## config.mk

```make
export PLATFORM = sky130hd
export DESIGN_NAME = uart_cmd_rx
export DESIGN_NICKNAME = d
export VERILOG_FILES = /design/src/rtl/uart_cmd_rx_pkg.sv /design/src/rtl/uart_cmd_rx.sv
export SDC_FILE = /design/constraint.sdc
export NUM_CORES = 1
export LEC_CHECK = 0
export CORE_AREA = 2 2 223 225
export DETAILED_ROUTE_END_ITERATION = 8
export DIE_AREA = 0 0 225 227
export GPL_TIMING_DRIVEN = 1
export PLACE_DENSITY = 0.61
export SLEW_MARGIN = 10
export SYNTH_ARGS = -nofsm -noshare
export SYNTH_HDL_FRONTEND = slang
export SYNTH_SLANG_ARGS = --single-unit
```

## constraint.sdc

```tcl
create_clock -name clk -period 2 [get_ports clk]
set_clock_uncertainty 0.05 [all_clocks]
set_input_delay 0.4 -clock clk [delete_from_list [all_inputs] [get_ports clk]]
set_output_delay 0.4 -clock clk [all_outputs]
set_load 0.01 [all_outputs]
```

## src/rtl/uart_cmd_rx_pkg.sv

```systemverilog
`default_nettype none
// ============================================================================
//  Module   : uart_cmd_rx_pkg
//  Purpose  : Shared definitions (cmd_rx_defs) for the framed UART command
//             receiver: default sync marker, command opcodes, expected payload
//             length per opcode, error codes and FSM state encodings.
//  Ports    : none (package)
//  Revision : 1.0  initial release
// ============================================================================
package uart_cmd_rx_pkg;

    localparam logic [7:0] c_SYNC_BYTE      = 8'hA5;

    localparam logic [7:0] c_CMD_SET_KEY    = 8'h01;
    localparam logic [7:0] c_CMD_SET_PT     = 8'h02;
    localparam logic [7:0] c_CMD_SET_DELAY  = 8'h03;
    localparam logic [7:0] c_CMD_START      = 8'h04;

    localparam logic [7:0] c_LEN_SET_KEY    = 8'd16;
    localparam logic [7:0] c_LEN_SET_PT     = 8'd16;
    localparam logic [7:0] c_LEN_SET_DELAY  = 8'd1;
    localparam logic [7:0] c_LEN_START      = 8'd0;

    localparam logic [1:0] c_ERR_CHKSUM     = 2'b00;
    localparam logic [1:0] c_ERR_BADCMD     = 2'b01;
    localparam logic [1:0] c_ERR_TIMEOUT    = 2'b10;
    localparam logic [1:0] c_ERR_BUSY       = 2'b11;

    localparam logic [2:0] c_ST_IDLE        = 3'd0;
    localparam logic [2:0] c_ST_CMD         = 3'd1;
    localparam logic [2:0] c_ST_LEN         = 3'd2;
    localparam logic [2:0] c_ST_PAYLOAD     = 3'd3;
    localparam logic [2:0] c_ST_CHK         = 3'd4;

    // True when the opcode is known and LEN matches its fixed payload size.
    function automatic logic f_len_ok(input logic [7:0] cmd, input logic [7:0] len);
        logic w_ok;
        w_ok = 1'b0;
        case (cmd)
            c_CMD_SET_KEY:   w_ok = (len == c_LEN_SET_KEY);
            c_CMD_SET_PT:    w_ok = (len == c_LEN_SET_PT);
            c_CMD_SET_DELAY: w_ok = (len == c_LEN_SET_DELAY);
            c_CMD_START:     w_ok = (len == c_LEN_START);
            default:         w_ok = 1'b0;
        endcase
        return w_ok;
    endfunction

endpackage
`default_nettype wire

```

## src/rtl/uart_cmd_rx.sv

```systemverilog
`default_nettype none
// ============================================================================
//  Module   : uart_cmd_rx
//  Purpose  : Framed PC->FPGA command parser on the uart_rx byte stream.
//             Frame = SYNC, CMD, LEN, LEN payload bytes, CHK (XOR of CMD, LEN
//             and payload). Validated frames commit key / plaintext / TDC
//             delay registers or issue a start pulse; bad frames pulse err_o.
//  Ports    : clk, rst (sync, active high)
//             rx_dv, rx_byte          byte strobe + data from uart_rx
//             busy_i                  main FSM busy (blocks START only)
//             key_o/key_vld, pt_o/pt_vld, delay_o/delay_vld, start_o
//             err_o, err_code         reject pulse + held reason
//             ack_valid, ack_byte, ack_ready   only with CMD_ACK_EN defined
//  Config   : CMD_ACK_EN - adds a one-deep acknowledge byte for a uart_tx feeder
//  Revision : 1.0  initial release
// ============================================================================
module uart_cmd_rx
    import uart_cmd_rx_pkg::*;
#(
    parameter int unsigned TIMEOUT_CYCLES = 1000000,
    parameter logic [7:0]  SYNC_BYTE      = c_SYNC_BYTE,
    parameter int unsigned MAX_DELAY      = 31
) (
    input  logic         clk,
    input  logic         rst,
    input  logic         rx_dv,
    input  logic [7:0]   rx_byte,
    input  logic         busy_i,
    output logic [127:0] key_o,
    output logic         key_vld,
    output logic [127:0] pt_o,
    output logic         pt_vld,
    output logic [4:0]   delay_o,
    output logic         delay_vld,
    output logic         start_o,
    output logic         err_o,
    output logic [1:0]   err_code
`ifdef CMD_ACK_EN
    ,
    output logic         ack_valid,
    output logic [7:0]   ack_byte,
    input  logic         ack_ready
`endif
);

    localparam int unsigned c_TW   = (TIMEOUT_CYCLES > 2) ? $clog2(TIMEOUT_CYCLES) : 1;
    localparam logic [c_TW-1:0] c_TLIM = c_TW'(TIMEOUT_CYCLES - 1);

    logic [2:0]      r_state;
    logic [7:0]      r_cmd;
    logic [7:0]      r_chk;
    logic [4:0]      r_rem;
    logic [127:0]    r_stage;
    logic [c_TW-1:0] r_tcnt;

    logic [2:0]      w_state_nx;
    logic            w_timeout;
    logic            w_err;
    logic [1:0]      w_err_code;
    logic            w_ok;

    // Next state and the frame verdict. Errors and commits are decided here
    // so that the output registers and the ack path see the same decision.
    always_comb begin
        w_state_nx = r_state;
        w_err      = 1'b0;
        w_err_code = c_ERR_CHKSUM;
        w_ok       = 1'b0;
        // A byte arriving on the limit cycle still counts as in time.
        w_timeout  = (r_state != c_ST_IDLE) && !rx_dv && (r_tcnt == c_TLIM);

        if (w_timeout) begin
            w_state_nx = c_ST_IDLE;
            w_err      = 1'b1;
            w_err_code = c_ERR_TIMEOUT;
        end else if (rx_dv) begin
            case (r_state)
                c_ST_IDLE: begin
                    if (rx_byte == SYNC_BYTE) w_state_nx = c_ST_CMD;
                end
                c_ST_CMD: w_state_nx = c_ST_LEN;
                c_ST_LEN: begin
                    if (!f_len_ok(r_cmd, rx_byte)) begin
                        w_state_nx = c_ST_IDLE;
                        w_err      = 1'b1;
                        w_err_code = c_ERR_BADCMD;
                    end else if (rx_byte == 8'd0) begin
                        w_state_nx = c_ST_CHK;
                    end else begin
                        w_state_nx = c_ST_PAYLOAD;
                    end
                end
                c_ST_PAYLOAD: begin
                    if (r_rem == 5'd1) w_state_nx = c_ST_CHK;
                end
                c_ST_CHK: begin
                    w_state_nx = c_ST_IDLE;
                    if (rx_byte != r_chk) begin
                        w_err      = 1'b1;
                        w_err_code = c_ERR_CHKSUM;
                    end else if ((r_cmd == c_CMD_SET_DELAY) && (r_stage[7:0] > 8'(MAX_DELAY))) begin
                        w_err      = 1'b1;
                        w_err_code = c_ERR_BADCMD;
                    end else if ((r_cmd == c_CMD_START) && busy_i) begin
                        w_err      = 1'b1;
                        w_err_code = c_ERR_BUSY;
                    end else begin
                        w_ok = 1'b1;
                    end
                end
                default: w_state_nx = c_ST_IDLE;
            endcase
        end
    end

    always_ff @(posedge clk) begin
        if (rst) begin
            r_state   <= c_ST_IDLE;
            r_cmd     <= 8'd0;
            r_chk     <= 8'd0;
            r_rem     <= 5'd0;
            r_stage   <= 128'd0;
            r_tcnt    <= '0;
            key_o     <= 128'd0;
            pt_o      <= 128'd0;
            delay_o   <= 5'd0;
            err_code  <= c_ERR_CHKSUM;
            key_vld   <= 1'b0;
            pt_vld    <= 1'b0;
            delay_vld <= 1'b0;
            start_o   <= 1'b0;
            err_o     <= 1'b0;
        end else begin
            r_state   <= w_state_nx;
            key_vld   <= 1'b0;
            pt_vld    <= 1'b0;
            delay_vld <= 1'b0;
            start_o   <= 1'b0;
            err_o     <= 1'b0;

            if (rx_dv || (w_state_nx == c_ST_IDLE)) r_tcnt <= '0;
            else                                    r_tcnt <= r_tcnt + 1'b1;

            if (w_timeout) r_stage <= 128'd0;

            if (rx_dv) begin
                case (r_state)
                    c_ST_CMD: begin
                        r_cmd <= rx_byte;
                        r_chk <= rx_byte;
                    end
                    c_ST_LEN: begin
                        r_chk <= r_chk ^ rx_byte;
                        r_rem <= rx_byte[4:0];
                    end
                    c_ST_PAYLOAD: begin
                        // First payload byte ends up in [127:120] after 16 shifts.
                        r_stage <= {r_stage[119:0], rx_byte};
                        r_chk   <= r_chk ^ rx_byte;
                        r_rem   <= r_rem - 5'd1;
                    end
                    default: ;
                endcase
            end

            if (w_err) begin
                err_o    <= 1'b1;
                err_code <= w_err_code;
            end

            if (w_ok) begin
                case (r_cmd)
                    c_CMD_SET_KEY: begin
                        key_o   <= r_stage;
                        key_vld <= 1'b1;
                    end
                    c_CMD_SET_PT: begin
                        pt_o   <= r_stage;
                        pt_vld <= 1'b1;
                    end
                    c_CMD_SET_DELAY: begin
                        delay_o   <= r_stage[4:0];
                        delay_vld <= 1'b1;
                    end
                    default: start_o <= 1'b1;
                endcase
            end
        end
    end

`ifdef CMD_ACK_EN
    // One-deep ack slot; a newer verdict overwrites an unconsumed one.
    always_ff @(posedge clk) begin
        if (rst) begin
            ack_valid <= 1'b0;
            ack_byte  <= 8'd0;
        end else if (w_err) begin
            ack_valid <= 1'b1;
            ack_byte  <= 8'hE0 | {6'd0, w_err_code};
        end else if (w_ok) begin
            ack_valid <= 1'b1;
            ack_byte  <= r_cmd | 8'h80;
        end else if (ack_ready) begin
            ack_valid <= 1'b0;
        end
    end
`endif

endmodule
`default_nettype wire
```

; ---- Yosys cells after proc, flatten, opt, wreduce, memory -nomap -nowiden
; Index checks and enable logic that the tools add are counted.
[word_totals]
output_inout_bits = 268
reg_bits = 440
in_bits = 12
[op_classes]
n_eq_ne = 14
bitwise_logic = 2
n_reduce_logical = 23
add_sub_neg = 2
order_cmp = 1
muxes = 41
[op_table]
columns = op, n
row1 = 128-bit 2-to-1 mux, 3
row2 = 1-bit 2-to-1 mux, 21
row3 = "20-bit by 1-bit adder with 20-bit output, second input constant", 1
row4 = "20-bit == test, second input constant", 1
row5 = 3-bit 2-to-1 mux, 6
row6 = "8-bit by 1-bit == test with 1-bit output, second input constant", 2
row7 = "8-bit by 2-bit == test with 1-bit output, second input constant", 2
row8 = 8-bit one-hot mux with 2 select lines, 1
row9 = 3-bit one-hot mux with 4 select lines, 1
row10 = 2-bit AND reduction, 6
row11 = 2-bit 2-to-1 mux, 5
row12 = 5-bit one-hot mux with 2 select lines, 1
row13 = "8-bit by 3-bit == test with 1-bit output, second input constant", 1
row14 = "8-bit by 5-bit == test with 1-bit output, second input constant", 1
row15 = "8-bit == test, second input constant", 1
row16 = "8-bit by 5-bit greater-than comparator with 1-bit output, second input constant", 1
row17 = 8-bit zero test, 1
row18 = 8-bit inequality test, 1
row19 = 2-bit OR reduction, 4
row20 = 8-bit bitwise XOR, 1
row21 = "3-bit by 2-bit == test with 1-bit output, second input constant", 2
row22 = 3-bit zero test, 2
row23 = "5-bit by 1-bit == test with 1-bit output, second input constant", 1
row24 = "5-bit by 1-bit subtractor with 5-bit output, second input constant", 1
row25 = other kinds (12), 16

; ---- Longest topological paths before layout
[logic_depth]
depth_word = 13
mapped_depth = 8

; ---- Worst setup path after synthesis
; Ideal clock, no wire load.
[synth_path]
kind = flip-flop to flip-flop
startpoint = register r_tcnt[2]
endpoint = register r_stage[117]
n_path_buf = 2
arrival_ps = 1935
stages_incl_launch_ff = 8
path_slack_ps = -117
synth_period_minus_slack_ps = 2117
setup_ps = 132
required_ps = 1818
cell_sequence = dfxtp_1 -> and4_1 -> nand2_1 -> or4_1 -> clkbuf_1 -> clkbuf_1 -> nand3_1 -> a21oi_1
[synth_between]
elab_chain_cells = 5
[synth_lines]
columns = item, line
row1 = "start, declared", uart_cmd_rx.sv:54  ; logic [c_TW-1:0] r_tcnt;
row2 = "start signal, assigned", uart_cmd_rx.sv:142  ; else r_tcnt <= r_tcnt + 1'b1;
row3 = 20-bit == test *, uart_cmd_rx.sv:70  ; w_timeout = (r_state != c_ST_IDLE) && !rx_dv && (r_tcnt == c_TLIM);
row4 = 1-bit logical AND *, uart_cmd_rx.sv:70
row5 = 128-bit 2-to-1 mux *, uart_cmd_rx.sv:144  ; if (w_timeout) r_stage <= 128'd0;
row6 = 128-bit 2-to-1 mux, uart_cmd_rx.sv:147  ; case (r_state)
row7 = 128-bit 2-to-1 mux *, uart_cmd_rx.sv:146  ; if (rx_dv) begin
row8 = "end signal, assigned", uart_cmd_rx.sv:158  ; r_stage <= {r_stage[119:0], rx_byte};
row9 = "end, declared", uart_cmd_rx.sv:53  ; logic [127:0] r_stage;
; Mark *: on every way between the ends. The rest lies on a longest branch, timed or not.
; A chain may end at the register's enable or synchronous reset.

; ---- Worst setup path in the final report
[layout_path]
startpoint = register r_stage[7]
endpoint = register pt_o[115]
[layout_between]
elab_chain_cells = 8
[layout_lines]
columns = item, line
row1 = 8-bit by 5-bit greater-than comparator with 1-bit output, uart_cmd_rx.sv:101  ; end else if ((r_cmd == c_CMD_SET_DELAY) && (r_stage[7:0] > 8'(MAX_DELAY))) begin
row2 = 1-bit logical AND, uart_cmd_rx.sv:101
row3 = 1-bit 2-to-1 mux, uart_cmd_rx.sv:101
row4 = 1-bit 2-to-1 mux, uart_cmd_rx.sv:98  ; if (rx_byte != r_chk) begin
row5 = 1-bit 2-to-1 mux, uart_cmd_rx.sv:77  ; case (r_state)
row6 = 1-bit 2-to-1 mux, uart_cmd_rx.sv:76  ; end else if (rx_dv) begin
row7 = 1-bit 2-to-1 mux, uart_cmd_rx.sv:72  ; if (w_timeout) begin
row8 = 2-bit AND reduction (no line), -
row9 = "end signal, assigned", uart_cmd_rx.sv:178  ; pt_o <= r_stage;
row10 = "end, declared", uart_cmd_rx.sv:31  ; output logic [127:0] pt_o,
; Every way passes these cells.

==> summary.txt <==
Floorplan
  • Core area: 0.0485 sq mm
  • Top Ports: 280
  • Die ar.: 0.0511 sq mm
  • Initial Utilization: 34.7%
  • Die height: 227 um
  • Row cnt: 81
  • Die X: 225 um

Critical path
  • Crit path required time: 2.45 ns
  • Crit-path leading delay family: buffers and inverters
  • Critical path buffers and inverters: 5
  • Crit path max fanout: 11
  • Crit-path cells: nor3_2 > buf_4 > o21bai_4 > buf_6 > a2111oi_4 > buf_6 > clkbuf_16 > buf_8 > nand3_1 > a21oi_1
  • Type of destination of the critical path: flip-flop
  • WS Path Type: reg2reg
  • Most frequent CP cell: buf_6
  • Worst Setup Start Kind: flip-flop
  • Arrival @ worst endpoint: 2.64 ns
  • FF-to-FF setup slack: -0.20 ns
  • CP max-delay cell: a2111oi_4
  • CP peak stage delay: 0.34 ns

STA
  • Final setup viols: 394
  • Hold WS: 0.135 ns
  • Period utilisation layout: 110%
  • RSZ-0062 raised after global routing: true
  • Setup ws final: -0.196 ns
  • Hold Vio Cnt, Final: 0
  • Slew margin rel.: 47.2%
  • Fin Setup TNS: -39.33 ns
  • Min Tclk post-route: 2.20 ns
  • Fmax: 455 MHz
  • Worst Tran Pin Value: 0.792 ns
  • Slew Viols, Final: 0

Logic synthesis
  • Cells after Synth: 2,077
  • Seq/Total Area, Yosys: 52.3%
  • Library cells used by synthesis: 47
  • #FFs+latches synth: 440
  • Post-synth EDFFs: 0
  • Cell Area, Synth: 0.0168 sq mm
  • YS warnings: 0
  • Syn Nets: 2,092
  • Post-synth ARST share: 0%
  • Mean cell area of the mapped netlist: 8.11 sq um
  • Primary FF master, synth: dfxtp_1

Final layout
  • Area growth syn-to-layout: 45.9%
  • Area taken by multi-input logic gates: 0.00824 sq mm
  • Reg area: 0.00881 sq mm
  • N_diodes: 0
  • Layout Cells excl Fill: 3,010
  • Fraction of layout cells with a size suffix above 1: 18.3%
  • FILL cells: 4,417
  • Post-layout nets: 2,373

Worst hold path
  • Hold Path Class: in2reg

Global routing
  • Vias in the first global route: 15,100
  • GRT Residual Overflow: 0
  • First-pass GRT wire length: 85.0 mm
  • Initial antenna violation count: 0
  • Largest net degree at the start of global routing: 139
  • Total GRT Usage: 20.7%

Flow run
  • Max-Cap Viols: 0

Clock tree
  • Number of H-tree levels: 2
  • CTS Hold Buffers Added: 0
  • CTS tree: built
  • Clock Pin Slew Worst Setup and Hold Paths: 0.06 ns
  • Root buf cell: clkbuf_16
  • CTS Buffer Depth: 3
  • Worst-Skew Late Latency: 0.58 ns
  • Total CTS buffers: 46
  • Clk sink count: 440

Status
  • Violated checks: setup timing
  • Outcome: finished with violations

Routing
  • DRC viols: 0
  • DRT iter0 DRCs: 1,502
  • Routed vias/inst: 5.63
  • Routed wire per std cell: 20.7 um
  • Vias: 17,000
  • DRT Wirelength: 62.2 mm
  • Routed Antenna Nets: 0
  • DRT Pass-1 Iters: 6

Placement
  • Number of placed cells counting well taps: 2,887
  • I/O Buffers: 279
  • Pre-CTS WS: -0.648 ns
  • GPL Wtd Cong: 0.853
  • DP HPWL: 35.9 mm

Pwr
  • Pleak: 7.62 nW
  • Max rail drop VDD: 0.453 mV
  • Power Density: 717 mW/mm^2
==> flip-flops by register name, summed over array words and instances (netlist names) <==
signal     count
err_o          1
start_o        1
r_state        3
r_chk          8
delay_o        5
key_vld        1
err_code       2
pt_vld         1
pt_o         128
key_o        128
r_stage      128
r_cmd          8
r_tcnt        20
delay_vld      1
r_rem          5
==> report_power, final <==
part           switching, W  total (W)  internal [W]
Sequential      0.000000234    0.00876       0.00876
Combinational      0.000201   0.000287     0.0000867
Clock               0.00349    0.00857       0.00508
==> metal layers <==
layer	share of wire, %	routed length (um)	vias up	global-route usage (%)
met5	0	0	-	0
met4	2.3	1450	0	6.13
met3	8.2	5070	99	5.11
met2	47	29000	712	32.5
met1	43	26700	8259	28.2
li1	-	-	7887	-
==> kinds of logic (layout without fill, tap and decap cells) <==
family | after synthesis | after routing | share of synthesized area (%)
AO/OA/AOI/OAI | 694 | 694 | 21.2
XOR/XNOR | 34 | 34 | 1.77
adder cells (fa/ha/maj) | 3 | 3 | 0.223
buffers and inverters | 218 | 529 | 5.02
flip-flops | 440 | 440 | 52.3
AND/OR/NAND/NOR | 688 | 688 | 19.5
==> cell usage in the layout (no fill, tap or decap), drive strengths merged, types with 2 or more instances in the layout <==
| cell | count |
|---|---|
| o21bai | 2 |
| nor4bb | 3 |
| buf | 143 |
| or2 | 5 |
| clkinv | 6 |
| dfxtp | 440 |
| nor2b | 4 |
| bufinv | 3 |
| and4b | 2 |
| clkdlybuf4s50 | 278 |
| clkbuf | 93 |
| a21oi | 403 |
| nand2 | 169 |
| nand3 | 400 |
| nor2 | 50 |
| nand3b | 3 |
| xnor2 | 25 |
| a22oi | 2 |
| a211oi | 3 |
| inv | 6 |
| xor2 | 9 |
| o221a | 2 |
| nor4 | 7 |
| and4 | 2 |
| and2 | 7 |
| nor3 | 10 |
| ha | 3 |
| a2111oi | 2 |
| nand2b | 9 |
| or3 | 2 |
| nand4 | 9 |
| o21ai | 270 |
| nor4b | 3 |
==> through the flow <==
| step | total power, W | utilization [%] | area (sq um) |
|---|---|---|---|
| 2_1_floorplan | 0.00910 | - | 16900 |
| 3_3_place_gp | 0.00922 | 43.4 | 21100 |
| 3_5_place_dp | 0.00922 | 43.4 | 21100 |
| 4_1_cts | 0.0177 | 46.5 | 22600 |
| 5_1_grt | 0.0181 | 50.6 | 24600 |
| 6_report | 0.0176 | 50.6 | 24600 |
==> layout make-up <==
type	instances	area share, %
clock buffers	69	5.57
clock inverters	9	0.535
inverters	6	0.0916
multi-input cells	1419	33.5
flip-flops and latches	440	35.9
well taps	622	3.17
repair buffers	445	21.2
==> worst reg2reg max path, delay by kind of cell (launching register included) <==
| kind | cells | cell delay, ns |
|---|---|---|
| AND/OR/NAND/NOR | 2 | 0.27 |
| AO/OA/AOI/OAI | 3 | 0.57 |
| flip-flops | 1 | 0.32 |
| buffers and inverters | 5 | 0.92 |
==> cell usage after synthesis (all sizes together) (5+ instances only) <==
master	number	area [sq um]
or2	5	31.3
nor2	50	188
nor4	7	43.8
inv	6	22.5
a21oi	403	2020
clkbuf	189	709
o21ai	270	1350
xnor2	25	219
xor2	9	78.8
nor3	10	50.1
and2	7	43.8
buf	23	114
nand4	9	56.3
nand2	169	634
nand3	400	2000
nand2b	9	56.3
dfxtp	440	8810
==> final timing paths <==
check,start,to,depth (start not counted)
setup / recovery,r_stage[7],pt_o[115],10
hold / removal,rst,r_chk[7],2
setup reg to reg,r_stage[7],pt_o[115],10
hold reg to reg,key_o[15],key_o[15],2
==> timing repair <==
item                                    CTS  global route
pin swaps                                 1           114
setup buffers                             0             8
endpoints found under the setup margin  323           452
cloned                                    0            38
gates resized for setup                  17           257
Power figures use the tool's default switching activity.
